**config.mk**
```make
export PLATFORM = sky130hd
export DESIGN_NAME = uart_axi_bridge_flat
export DESIGN_NICKNAME = d
export VERILOG_FILES = /design/src/rtl/uart_axi_bridge_if.sv /design/src/rtl/uart_axi_bridge.sv /design/src/flat_wrapper.sv
export SDC_FILE = /design/constraint.sdc
export NUM_CORES = 1
export LEC_CHECK = 0
export BUFFER_PORTS_ARGS = -buffer_cell sky130_fd_sc_hd__buf_2
export CAP_MARGIN = 10
export CORE_MARGIN = 5
export CORE_UTILIZATION = 52
export CTS_CLUSTER_DIAMETER = 50
export DETAILED_ROUTE_END_ITERATION = 16
export HOLD_SLACK_MARGIN = 0.02
export PLACE_DENSITY_LB_ADDON = 0.12
export SYNTH_ARGS = -nofsm -noshare
export SYNTH_HDL_FRONTEND = slang
export SYNTH_SLANG_ARGS = --single-unit
```
**constraint.sdc**
```tcl
create_clock -name clk -period 2.3 [get_ports clk]
set_input_delay 0.115 -clock clk [delete_from_list [all_inputs] [get_ports clk]]
set_output_delay 0.115 -clock clk [all_outputs]
set_load 0.005 [all_outputs]
```
**src/rtl/uart_axi_bridge_if.sv**
```systemverilog
// uart_axi_bridge_if: AXI4 channel bundle between the core's UART memory port and the bridge.
//   ar_*/aw_*/w_* : request channels, driven by the master
//   r_*/b_*       : response channels, driven by the slave
//   *_ready       : driven by the receiving side of each channel
interface uart_axi_bridge_if;
    logic [7:0]  ar_id;
    logic [31:0] ar_addr;
    logic [7:0]  ar_len;
    logic [2:0]  ar_size;
    logic [1:0]  ar_burst;
    logic        ar_valid;
    logic        ar_ready;
    logic [7:0]  r_id;
    logic [1:0]  r_resp;
    logic [31:0] r_data;
    logic        r_last;
    logic        r_valid;
    logic        r_ready;
    logic [7:0]  aw_id;
    logic [31:0] aw_addr;
    logic [7:0]  aw_len;
    logic [2:0]  aw_size;
    logic [1:0]  aw_burst;
    logic        aw_valid;
    logic        aw_ready;
    logic [31:0] w_data;
    logic [3:0]  w_strb;
    logic        w_last;
    logic        w_valid;
    logic        w_ready;
    logic [7:0]  b_id;
    logic [1:0]  b_resp;
    logic        b_valid;
    logic        b_ready;

    modport master (
        output ar_id, ar_addr, ar_len, ar_size, ar_burst, ar_valid, r_ready,
        output aw_id, aw_addr, aw_len, aw_size, aw_burst, aw_valid,
        output w_data, w_strb, w_last, w_valid, b_ready,
        input  ar_ready, r_id, r_resp, r_data, r_last, r_valid,
        input  aw_ready, w_ready, b_id, b_resp, b_valid
    );

    modport slave (
        input  ar_id, ar_addr, ar_len, ar_size, ar_burst, ar_valid, r_ready,
        input  aw_id, aw_addr, aw_len, aw_size, aw_burst, aw_valid,
        input  w_data, w_strb, w_last, w_valid, b_ready,
        output ar_ready, r_id, r_resp, r_data, r_last, r_valid,
        output aw_ready, w_ready, b_id, b_resp, b_valid
    );
endinterface

```
**src/rtl/uart_axi_bridge.sv**
```systemverilog
// uart_axi_bridge: AXI4 slave exposing a UART DATA (0x0) / STATUS (0x4) register pair over TX/RX byte buffers.
//   clk, rst  : clock; synchronous active-low reset
//   io_uart   : AXI4 slave port (uart_axi_bridge_if.slave)
//   tx_data   : byte to the PHY transmitter, valid with tx_start
//   tx_start  : one-cycle launch pulse
//   tx_busy   : transmitter busy
//   rx_data   : received byte, valid with rx_valid
//   rx_valid  : one-cycle received-byte strobe
// Build option UART_RX_FIFO_EN: RX buffer is an RX_DEPTH-entry FIFO; otherwise a single holding byte.
module uart_axi_bridge #(
    parameter int TX_DEPTH = 16,
    parameter int RX_DEPTH = 16
) (
    input  logic              clk,
    input  logic              rst,
    uart_axi_bridge_if.slave  io_uart,
    output logic [7:0]        tx_data,
    output logic              tx_start,
    input  logic              tx_busy,
    input  logic [7:0]        rx_data,
    input  logic              rx_valid
);
    if (TX_DEPTH < 2 || (TX_DEPTH & (TX_DEPTH - 1)) != 0) begin : g_bad_tx
        $error("TX_DEPTH must be a power of 2 and at least 2");
    end
    if (RX_DEPTH < 2 || (RX_DEPTH & (RX_DEPTH - 1)) != 0) begin : g_bad_rx
        $error("RX_DEPTH must be a power of 2 and at least 2");
    end

    localparam int TAW = $clog2(TX_DEPTH);

    typedef enum logic {R_IDLE, R_DATA} r_state_t;
    typedef enum logic [1:0] {W_IDLE, W_DATA, W_RESP} w_state_t;

    r_state_t rs, rs_nx;
    w_state_t ws, ws_nx;

    logic       ar_hs, r_hs, aw_hs, w_hs, b_hs;
    logic [7:0] r_cnt;
    logic       w_sel, w_bad;
    logic       overrun, ov_set, ov_clr;
    logic       rx_push, rx_pop, rx_full, rx_nonempty;
    logic [7:0] rx_head;
    logic       tx_push, tx_pop, tx_full, tx_empty, tx_lock;
    logic [7:0] tx_mem [TX_DEPTH];
    logic [TAW:0] tx_wp, tx_rp;

    logic unused_ok;
    assign unused_ok = ^{io_uart.ar_addr[31:3], io_uart.ar_addr[1:0], io_uart.ar_size, io_uart.ar_burst,
                         io_uart.aw_addr[31:3], io_uart.aw_addr[1:0], io_uart.aw_size, io_uart.aw_burst,
                         io_uart.w_data[31:8], io_uart.w_strb[3:1]};

    assign ar_hs = io_uart.ar_valid && io_uart.ar_ready;
    assign r_hs  = io_uart.r_valid && io_uart.r_ready;
    assign aw_hs = io_uart.aw_valid && io_uart.aw_ready;
    assign w_hs  = io_uart.w_valid && io_uart.w_ready;
    assign b_hs  = io_uart.b_valid && io_uart.b_ready;

    // Read FSM
    always_ff @(posedge clk) begin
        if (!rst) rs <= R_IDLE;
        else      rs <= rs_nx;
    end

    always_comb begin
        io_uart.ar_ready = rst && rs == R_IDLE;
        io_uart.r_valid  = rs == R_DATA;
        io_uart.r_last   = rs == R_DATA && r_cnt == 8'd0;
        rs_nx = (io_uart.ar_valid && io_uart.ar_ready) ? R_DATA :
                (io_uart.r_valid && io_uart.r_ready && io_uart.r_last) ? R_IDLE : rs;
    end

    // Side effects happen at the AR handshake so the beat data is final before r_valid rises.
    assign rx_pop = ar_hs && io_uart.ar_len == 8'd0 && !io_uart.ar_addr[2] && rx_nonempty;
    assign ov_clr = ar_hs && io_uart.ar_len == 8'd0 && io_uart.ar_addr[2];

    always_ff @(posedge clk) begin
        if (!rst) begin
            io_uart.r_id   <= '0;
            io_uart.r_resp <= '0;
            io_uart.r_data <= '0;
            r_cnt          <= '0;
        end else if (ar_hs) begin
            io_uart.r_id   <= io_uart.ar_id;
            io_uart.r_resp <= io_uart.ar_len != 8'd0 ? 2'b10 : 2'b00;
            io_uart.r_data <= io_uart.ar_len != 8'd0 ? 32'd0 :
                              io_uart.ar_addr[2] ? {29'd0, overrun, rx_nonempty, !tx_full} :
                              rx_nonempty ? {24'd0, rx_head} : 32'd0;
            r_cnt          <= io_uart.ar_len;
        end else if (r_hs && r_cnt != 8'd0) begin
            r_cnt <= r_cnt - 8'd1;
        end
    end

    // Write FSM
    always_ff @(posedge clk) begin
        if (!rst) ws <= W_IDLE;
        else      ws <= ws_nx;
    end

    always_comb begin
        io_uart.aw_ready = rst && ws == W_IDLE;
        io_uart.w_ready  = ws == W_DATA && !(!w_sel && tx_full);
        io_uart.b_valid  = ws == W_RESP;
        ws_nx = (io_uart.aw_valid && io_uart.aw_ready) ? W_DATA :
                (io_uart.w_valid && io_uart.w_ready && (!w_bad || io_uart.w_last)) ? W_RESP :
                (io_uart.b_valid && io_uart.b_ready) ? W_IDLE : ws;
    end

    assign tx_push = w_hs && !w_sel && !w_bad && io_uart.w_strb[0];

    always_ff @(posedge clk) begin
        if (!rst) begin
            io_uart.b_id   <= '0;
            io_uart.b_resp <= '0;
            w_sel          <= 1'b0;
            w_bad          <= 1'b0;
        end else if (aw_hs) begin
            io_uart.b_id   <= io_uart.aw_id;
            io_uart.b_resp <= io_uart.aw_len != 8'd0 ? 2'b10 : 2'b00;
            w_sel          <= io_uart.aw_addr[2];
            w_bad          <= io_uart.aw_len != 8'd0;
        end
    end

    // TX FIFO and drain; the lockout covers the cycle before the PHY can raise tx_busy.
    assign tx_empty = tx_wp == tx_rp;
    assign tx_full  = tx_wp[TAW] != tx_rp[TAW] && tx_wp[TAW-1:0] == tx_rp[TAW-1:0];
    assign tx_pop   = !tx_empty && !tx_busy && !tx_lock;

    always_ff @(posedge clk) begin
        if (tx_push) tx_mem[tx_wp[TAW-1:0]] <= io_uart.w_data[7:0];
    end

    always_ff @(posedge clk) begin
        if (!rst) begin
            tx_wp    <= '0;
            tx_rp    <= '0;
            tx_start <= 1'b0;
            tx_data  <= '0;
            tx_lock  <= 1'b0;
        end else begin
            if (tx_push) tx_wp <= tx_wp + 1'b1;
            if (tx_pop) begin
                tx_data <= tx_mem[tx_rp[TAW-1:0]];
                tx_rp   <= tx_rp + 1'b1;
            end
            tx_start <= tx_pop;
            tx_lock  <= tx_pop;
        end
    end

    // RX buffer; a simultaneous pop frees the slot, so a push into a full buffer still lands.
    assign rx_push = rx_valid && (!rx_full || rx_pop);
    assign ov_set  = rx_valid && !rx_push;

`ifdef UART_RX_FIFO_EN
    localparam int RAW = $clog2(RX_DEPTH);
    logic [7:0] rx_mem [RX_DEPTH];
    logic [RAW:0] rx_wp, rx_rp;

    assign rx_nonempty = rx_wp != rx_rp;
    assign rx_full     = rx_wp[RAW] != rx_rp[RAW] && rx_wp[RAW-1:0] == rx_rp[RAW-1:0];
    assign rx_head     = rx_mem[rx_rp[RAW-1:0]];

    always_ff @(posedge clk) begin
        if (rx_push) rx_mem[rx_wp[RAW-1:0]] <= rx_data;
    end

    always_ff @(posedge clk) begin
        if (!rst) begin
            rx_wp <= '0;
            rx_rp <= '0;
        end else begin
            if (rx_push) rx_wp <= rx_wp + 1'b1;
            if (rx_pop)  rx_rp <= rx_rp + 1'b1;
        end
    end
`else
    logic [7:0] rx_hold;
    logic       rx_hv;

    assign rx_nonempty = rx_hv;
    assign rx_full     = rx_hv;
    assign rx_head     = rx_hold;

    always_ff @(posedge clk) begin
        if (!rst) begin
            rx_hold <= '0;
            rx_hv   <= 1'b0;
        end else begin
            if (rx_push) rx_hold <= rx_data;
            rx_hv <= rx_push || (rx_hv && !rx_pop);
        end
    end
`endif

    // A new overrun in the same cycle as a STATUS read stays visible for the next read.
    always_ff @(posedge clk) begin
        if (!rst) overrun <= 1'b0;
        else      overrun <= ov_set || (overrun && !ov_clr);
    end
endmodule
```
**src/flat_wrapper.sv**
```systemverilog
// flat-port wrapper written by rule: the top's interface ports become plain ports
module uart_axi_bridge_flat 
#(
    parameter int TX_DEPTH = 16,
    parameter int RX_DEPTH = 16
)
  (clk, rst, tx_data, tx_start, tx_busy, rx_data, rx_valid, io_uart_ar_id, io_uart_ar_addr, io_uart_ar_len, io_uart_ar_size, io_uart_ar_burst, io_uart_ar_valid, io_uart_r_ready, io_uart_aw_id, io_uart_aw_addr, io_uart_aw_len, io_uart_aw_size, io_uart_aw_burst, io_uart_aw_valid, io_uart_w_data, io_uart_w_strb, io_uart_w_last, io_uart_w_valid, io_uart_b_ready, io_uart_ar_ready, io_uart_r_id, io_uart_r_resp, io_uart_r_data, io_uart_r_last, io_uart_r_valid, io_uart_aw_ready, io_uart_w_ready, io_uart_b_id, io_uart_b_resp, io_uart_b_valid);
  uart_axi_bridge_if io_uart_i ();
  input  logic clk;
  input  logic rst;
  output logic [7:0] tx_data;
  output logic tx_start;
  input  logic tx_busy;
  input  logic [7:0] rx_data;
  input  logic rx_valid;
  input wire logic [$bits(io_uart_i.ar_id)-1:0] io_uart_ar_id;
  input wire logic [$bits(io_uart_i.ar_addr)-1:0] io_uart_ar_addr;
  input wire logic [$bits(io_uart_i.ar_len)-1:0] io_uart_ar_len;
  input wire logic [$bits(io_uart_i.ar_size)-1:0] io_uart_ar_size;
  input wire logic [$bits(io_uart_i.ar_burst)-1:0] io_uart_ar_burst;
  input wire logic [$bits(io_uart_i.ar_valid)-1:0] io_uart_ar_valid;
  input wire logic [$bits(io_uart_i.r_ready)-1:0] io_uart_r_ready;
  input wire logic [$bits(io_uart_i.aw_id)-1:0] io_uart_aw_id;
  input wire logic [$bits(io_uart_i.aw_addr)-1:0] io_uart_aw_addr;
  input wire logic [$bits(io_uart_i.aw_len)-1:0] io_uart_aw_len;
  input wire logic [$bits(io_uart_i.aw_size)-1:0] io_uart_aw_size;
  input wire logic [$bits(io_uart_i.aw_burst)-1:0] io_uart_aw_burst;
  input wire logic [$bits(io_uart_i.aw_valid)-1:0] io_uart_aw_valid;
  input wire logic [$bits(io_uart_i.w_data)-1:0] io_uart_w_data;
  input wire logic [$bits(io_uart_i.w_strb)-1:0] io_uart_w_strb;
  input wire logic [$bits(io_uart_i.w_last)-1:0] io_uart_w_last;
  input wire logic [$bits(io_uart_i.w_valid)-1:0] io_uart_w_valid;
  input wire logic [$bits(io_uart_i.b_ready)-1:0] io_uart_b_ready;
  output wire logic [$bits(io_uart_i.ar_ready)-1:0] io_uart_ar_ready;
  output wire logic [$bits(io_uart_i.r_id)-1:0] io_uart_r_id;
  output wire logic [$bits(io_uart_i.r_resp)-1:0] io_uart_r_resp;
  output wire logic [$bits(io_uart_i.r_data)-1:0] io_uart_r_data;
  output wire logic [$bits(io_uart_i.r_last)-1:0] io_uart_r_last;
  output wire logic [$bits(io_uart_i.r_valid)-1:0] io_uart_r_valid;
  output wire logic [$bits(io_uart_i.aw_ready)-1:0] io_uart_aw_ready;
  output wire logic [$bits(io_uart_i.w_ready)-1:0] io_uart_w_ready;
  output wire logic [$bits(io_uart_i.b_id)-1:0] io_uart_b_id;
  output wire logic [$bits(io_uart_i.b_resp)-1:0] io_uart_b_resp;
  output wire logic [$bits(io_uart_i.b_valid)-1:0] io_uart_b_valid;
  assign io_uart_i.ar_id = io_uart_ar_id;
  assign io_uart_i.ar_addr = io_uart_ar_addr;
  assign io_uart_i.ar_len = io_uart_ar_len;
  assign io_uart_i.ar_size = io_uart_ar_size;
  assign io_uart_i.ar_burst = io_uart_ar_burst;
  assign io_uart_i.ar_valid = io_uart_ar_valid;
  assign io_uart_i.r_ready = io_uart_r_ready;
  assign io_uart_i.aw_id = io_uart_aw_id;
  assign io_uart_i.aw_addr = io_uart_aw_addr;
  assign io_uart_i.aw_len = io_uart_aw_len;
  assign io_uart_i.aw_size = io_uart_aw_size;
  assign io_uart_i.aw_burst = io_uart_aw_burst;
  assign io_uart_i.aw_valid = io_uart_aw_valid;
  assign io_uart_i.w_data = io_uart_w_data;
  assign io_uart_i.w_strb = io_uart_w_strb;
  assign io_uart_i.w_last = io_uart_w_last;
  assign io_uart_i.w_valid = io_uart_w_valid;
  assign io_uart_i.b_ready = io_uart_b_ready;
  assign io_uart_ar_ready = io_uart_i.ar_ready;
  assign io_uart_r_id = io_uart_i.r_id;
  assign io_uart_r_resp = io_uart_i.r_resp;
  assign io_uart_r_data = io_uart_i.r_data;
  assign io_uart_r_last = io_uart_i.r_last;
  assign io_uart_r_valid = io_uart_i.r_valid;
  assign io_uart_aw_ready = io_uart_i.aw_ready;
  assign io_uart_w_ready = io_uart_i.w_ready;
  assign io_uart_b_id = io_uart_i.b_id;
  assign io_uart_b_resp = io_uart_i.b_resp;
  assign io_uart_b_valid = io_uart_i.b_valid;
  uart_axi_bridge #(.TX_DEPTH(TX_DEPTH), .RX_DEPTH(RX_DEPTH)) u_core (.clk(clk), .rst(rst), .io_uart(io_uart_i), .tx_data(tx_data), .tx_start(tx_start), .tx_busy(tx_busy), .rx_data(rx_data), .rx_valid(rx_valid));
endmodule
```
==> reports/results.tsv <==
stage	metric	value	unit
timing	max_slew_margin	0.567	
yosys	async_reset_ff_frac	0	
timing	finalHoldViolCount	0	
grt	antenna_found_initial	0	
yosys	synth_area_leader_cell	edfxtp_1	
detailed_routing	via_count	5235	
grt	grt_max_degree	44	
power_and_ir_drop	power_frac_seq	0.536	
die	die_h	135	um
detailed_routing	wl_per_cell	16.9	um
flow_run	drv_cap	0	
finish	diodes	0	
setup_path	critPathKind	reg2reg	
clocking	cts_buffers	17	
timing	period_share	0.958	
finish	drive_gt1_frac	0.289	
placement	io_buffers	101	
yosys	ys_seq_area_frac	0.637	
setup_path	cp-start-kind	flip-flop	
finish	final_nets	927	
die	die_area	18200	um2
clocking	cts_tree	built	
status	status	finished clean	
setup_path	crit_fanout	15	
timing	fin_skew	10.0	ps
setup_path	crit_path_end_kind	flip-flop	
timing	post-route-min-period	2200	ps
clocking	htreeDepth	4	
die	start_util	0.533	
yosys	netlist_area	8140	um2
clocking	clock_latency	430	ps
power_and_ir_drop	p_per_area	724	nW/um2
die	core_area	15300	um2
power_and_ir_drop	netSwitchingFraction	0.227	
timing	grt_setup_unrepaired	false	
power_and_ir_drop	pwr-share-clk	0.395	
power_and_ir_drop	ir_worst_vdd	532	uV
timing	tightest_slew	649	ps
detailed_routing	ant_nets	0	
die	fp.dieW	135	um
setup_path	crit_required	2400	ps
detailed_routing	dr.first_iter.drc_count	334	
clocking	cts.path.max_buffers	2	
finish	area_growth	21.3	%
power_and_ir_drop	p_total	7.14	mW
yosys	synthCells	616	
power_and_ir_drop	p_sw	1.62	mW
yosys	synth_ff_type	edfxtp_1	
power_and_ir_drop	p_int	5.52	mW
yosys	ys_ff_latch	195	
yosys	avgSynthCellArea	13.2	um2
clocking	cts.sinks	195	
timing	tns	0	ps
placement	place_congestion	0.822	
clocking	postCtsSetupBuffers	0	
yosys	yosys_warnings	0	
detailed_routing	drt_wl_total	16700	um
detailed_routing	drtPass1Iterations	4	
timing	fmax	0.454	GHz
worst_hold_path	hp-class	in2reg	
die	row_count	45	
yosys	synth_top_cell_area_share	0.472	
setup_path	reg2reg_slack	100	ps
detailed_routing	routed_via_density	5.31	
setup_path	cp.arrival	2310	ps
yosys	synth.distinct_cells	61	
power_and_ir_drop	power_frac_comb	0.069	
grt	grt-ovfl-total	0	
timing	finalSetupViolCount	0	
yosys	synthTopCellsByArea	edfxtp_1, dfxtp_1, mux4_2	
yosys	synth-edff-count	128	
grt	grt_pass1_wl	26400	um
grt	grt_usage	0.189	
grt	grt_pass1_vias	5005	
timing	finalMaxSlewViolations	0	
placement	hpwl	11200	um
finish	final_common_cell	edfxtp_1	
die	io_pins	227	
clocking	path_clk_slew	70	ps
power_and_ir_drop	leakagePower	3.61	nW
clocking	clock-root-buffer	clkbuf_16	
finish	mostFrequentLayoutCells	edfxtp_1, buf_2, dfxtp_1	
detailed_routing	drc_errors	0	
[final cells by class]
type | count | area, um2
Fill cell | 1142 | 5390
Sequential cell | 195 | 5190
Multi-Input combinational cell | 378 | 2650
Timing Repair Buffer | 160 | 1160
Clock buffer | 17 | 425
Tap cell | 211 | 264
Clock inverter | 15 | 145
Inverter | 9 | 33.8
[worst max-delay path: stages (launching register included)]
cell and delay [ps]:
dfxtp_1 330, nand3b_2 240, or4b_4 570, a21oi_4 310, and3_2 420
[cells by family (layout without fill, tap and decap cells)]
logic type	Yosys count	count (layout)	synth area share
flops	195	195	0.637
buf+inv	68	201	0.0491
simple gates	172	172	0.108
xor+xnor	11	11	0.0118
fa+ha+maj	6	6	0.00923
mux	43	43	0.0924
other cells	1	26	0.000461
compound gates	120	120	0.0914
[metrics by stage]
step                 util  setup slack (ps)  instances  hold WS (ps)  cell area (um2)
floorplan               -               235        641           214             8230
global placement    0.589              98.8        922           354             8980
detailed placement  0.589              61.2        922           358             8980
CTS                 0.646              22.5        985          25.6             9860
global route        0.647              11.8        985          41.2             9870
finish              0.647              95.9        985          45.2             9870
[power groups by stage]
stage | clock network [mW] | registers, mW | logic [mW]
4_1_cts | 2.88 | 3.83 | 0.490
2_1_floorplan | 0 | 3.91 | 0.280
3_3_place_gp | 0 | 3.90 | 0.432
5_1_grt | 3.06 | 3.84 | 0.546
3_5_place_dp | 0 | 3.91 | 0.446
6_report | 2.82 | 3.83 | 0.492
[final timing paths]
check	startpoint	endpoint	cells after the start
min reg2reg	u_core.io_uart.r_data[1]$_SDFFE_PN0P_	u_core.io_uart.r_data[1]$_SDFFE_PN0P_	2
min	io_uart_ar_len[6]	u_core.r_cnt[6]$_SDFFE_PN0P_	3
max	u_core.ws[1]$_SDFFE_PP0P_	u_core.tx_mem[9][1]$_DFFE_PP_	4
max reg2reg	u_core.ws[1]$_SDFFE_PP0P_	u_core.tx_mem[9][1]$_DFFE_PP_	4
[sequential cells by signal, summed over array words and instances (netlist names)]
name and flops:
u_core.tx_rp 5, u_core.w_bad 1, u_core.tx_data 8, u_core.r_cnt 8, u_core.io_uart.r_id 8, u_core.io_uart.b_id 8
u_core.io_uart.r_valid 1, u_core.ws 2, u_core.io_uart.r_data 8, u_core.io_uart.r_resp 1, u_core.tx_mem 128, u_core.rx_head 8
u_core.tx_start 1, u_core.rx_full 1, u_core.overrun 1, u_core.w_sel 1, u_core.tx_wp 5
[layer usage]
metal | vias up | wire length [um] | GRT usage
met1 | 2533 | 7530 | 0.261
li1 | 2544 | - | -
met5 | - | 0 | 0
met3 | 22 | 798 | 0.0387
met4 | 0 | 214 | 0.0577
met2 | 136 | 8140 | 0.303
[synthesized netlist by cell type (12+ instances only)]
| cell | count |
|---|---|
| nor2_1 | 28 |
| nor2b_1 | 13 |
| nand2_1 | 58 |
| clkbuf_1 | 14 |
| buf_4 | 30 |
| o21ai_0 | 17 |
| a21oi_1 | 49 |
| edfxtp_1 | 128 |
| dfxtp_1 | 67 |
| nor3_1 | 12 |
| mux4_2 | 24 |
| nand3_1 | 17 |
| mux2_2 | 17 |
[what timing repair did]
action                     in CTS  in global routing
hold endpoints to repair       31                  0
setup endpoints to repair       0                  8
hold buffers                   31                  0
gates resized for setup         0                  1
(Power assumes the default switching activity.)
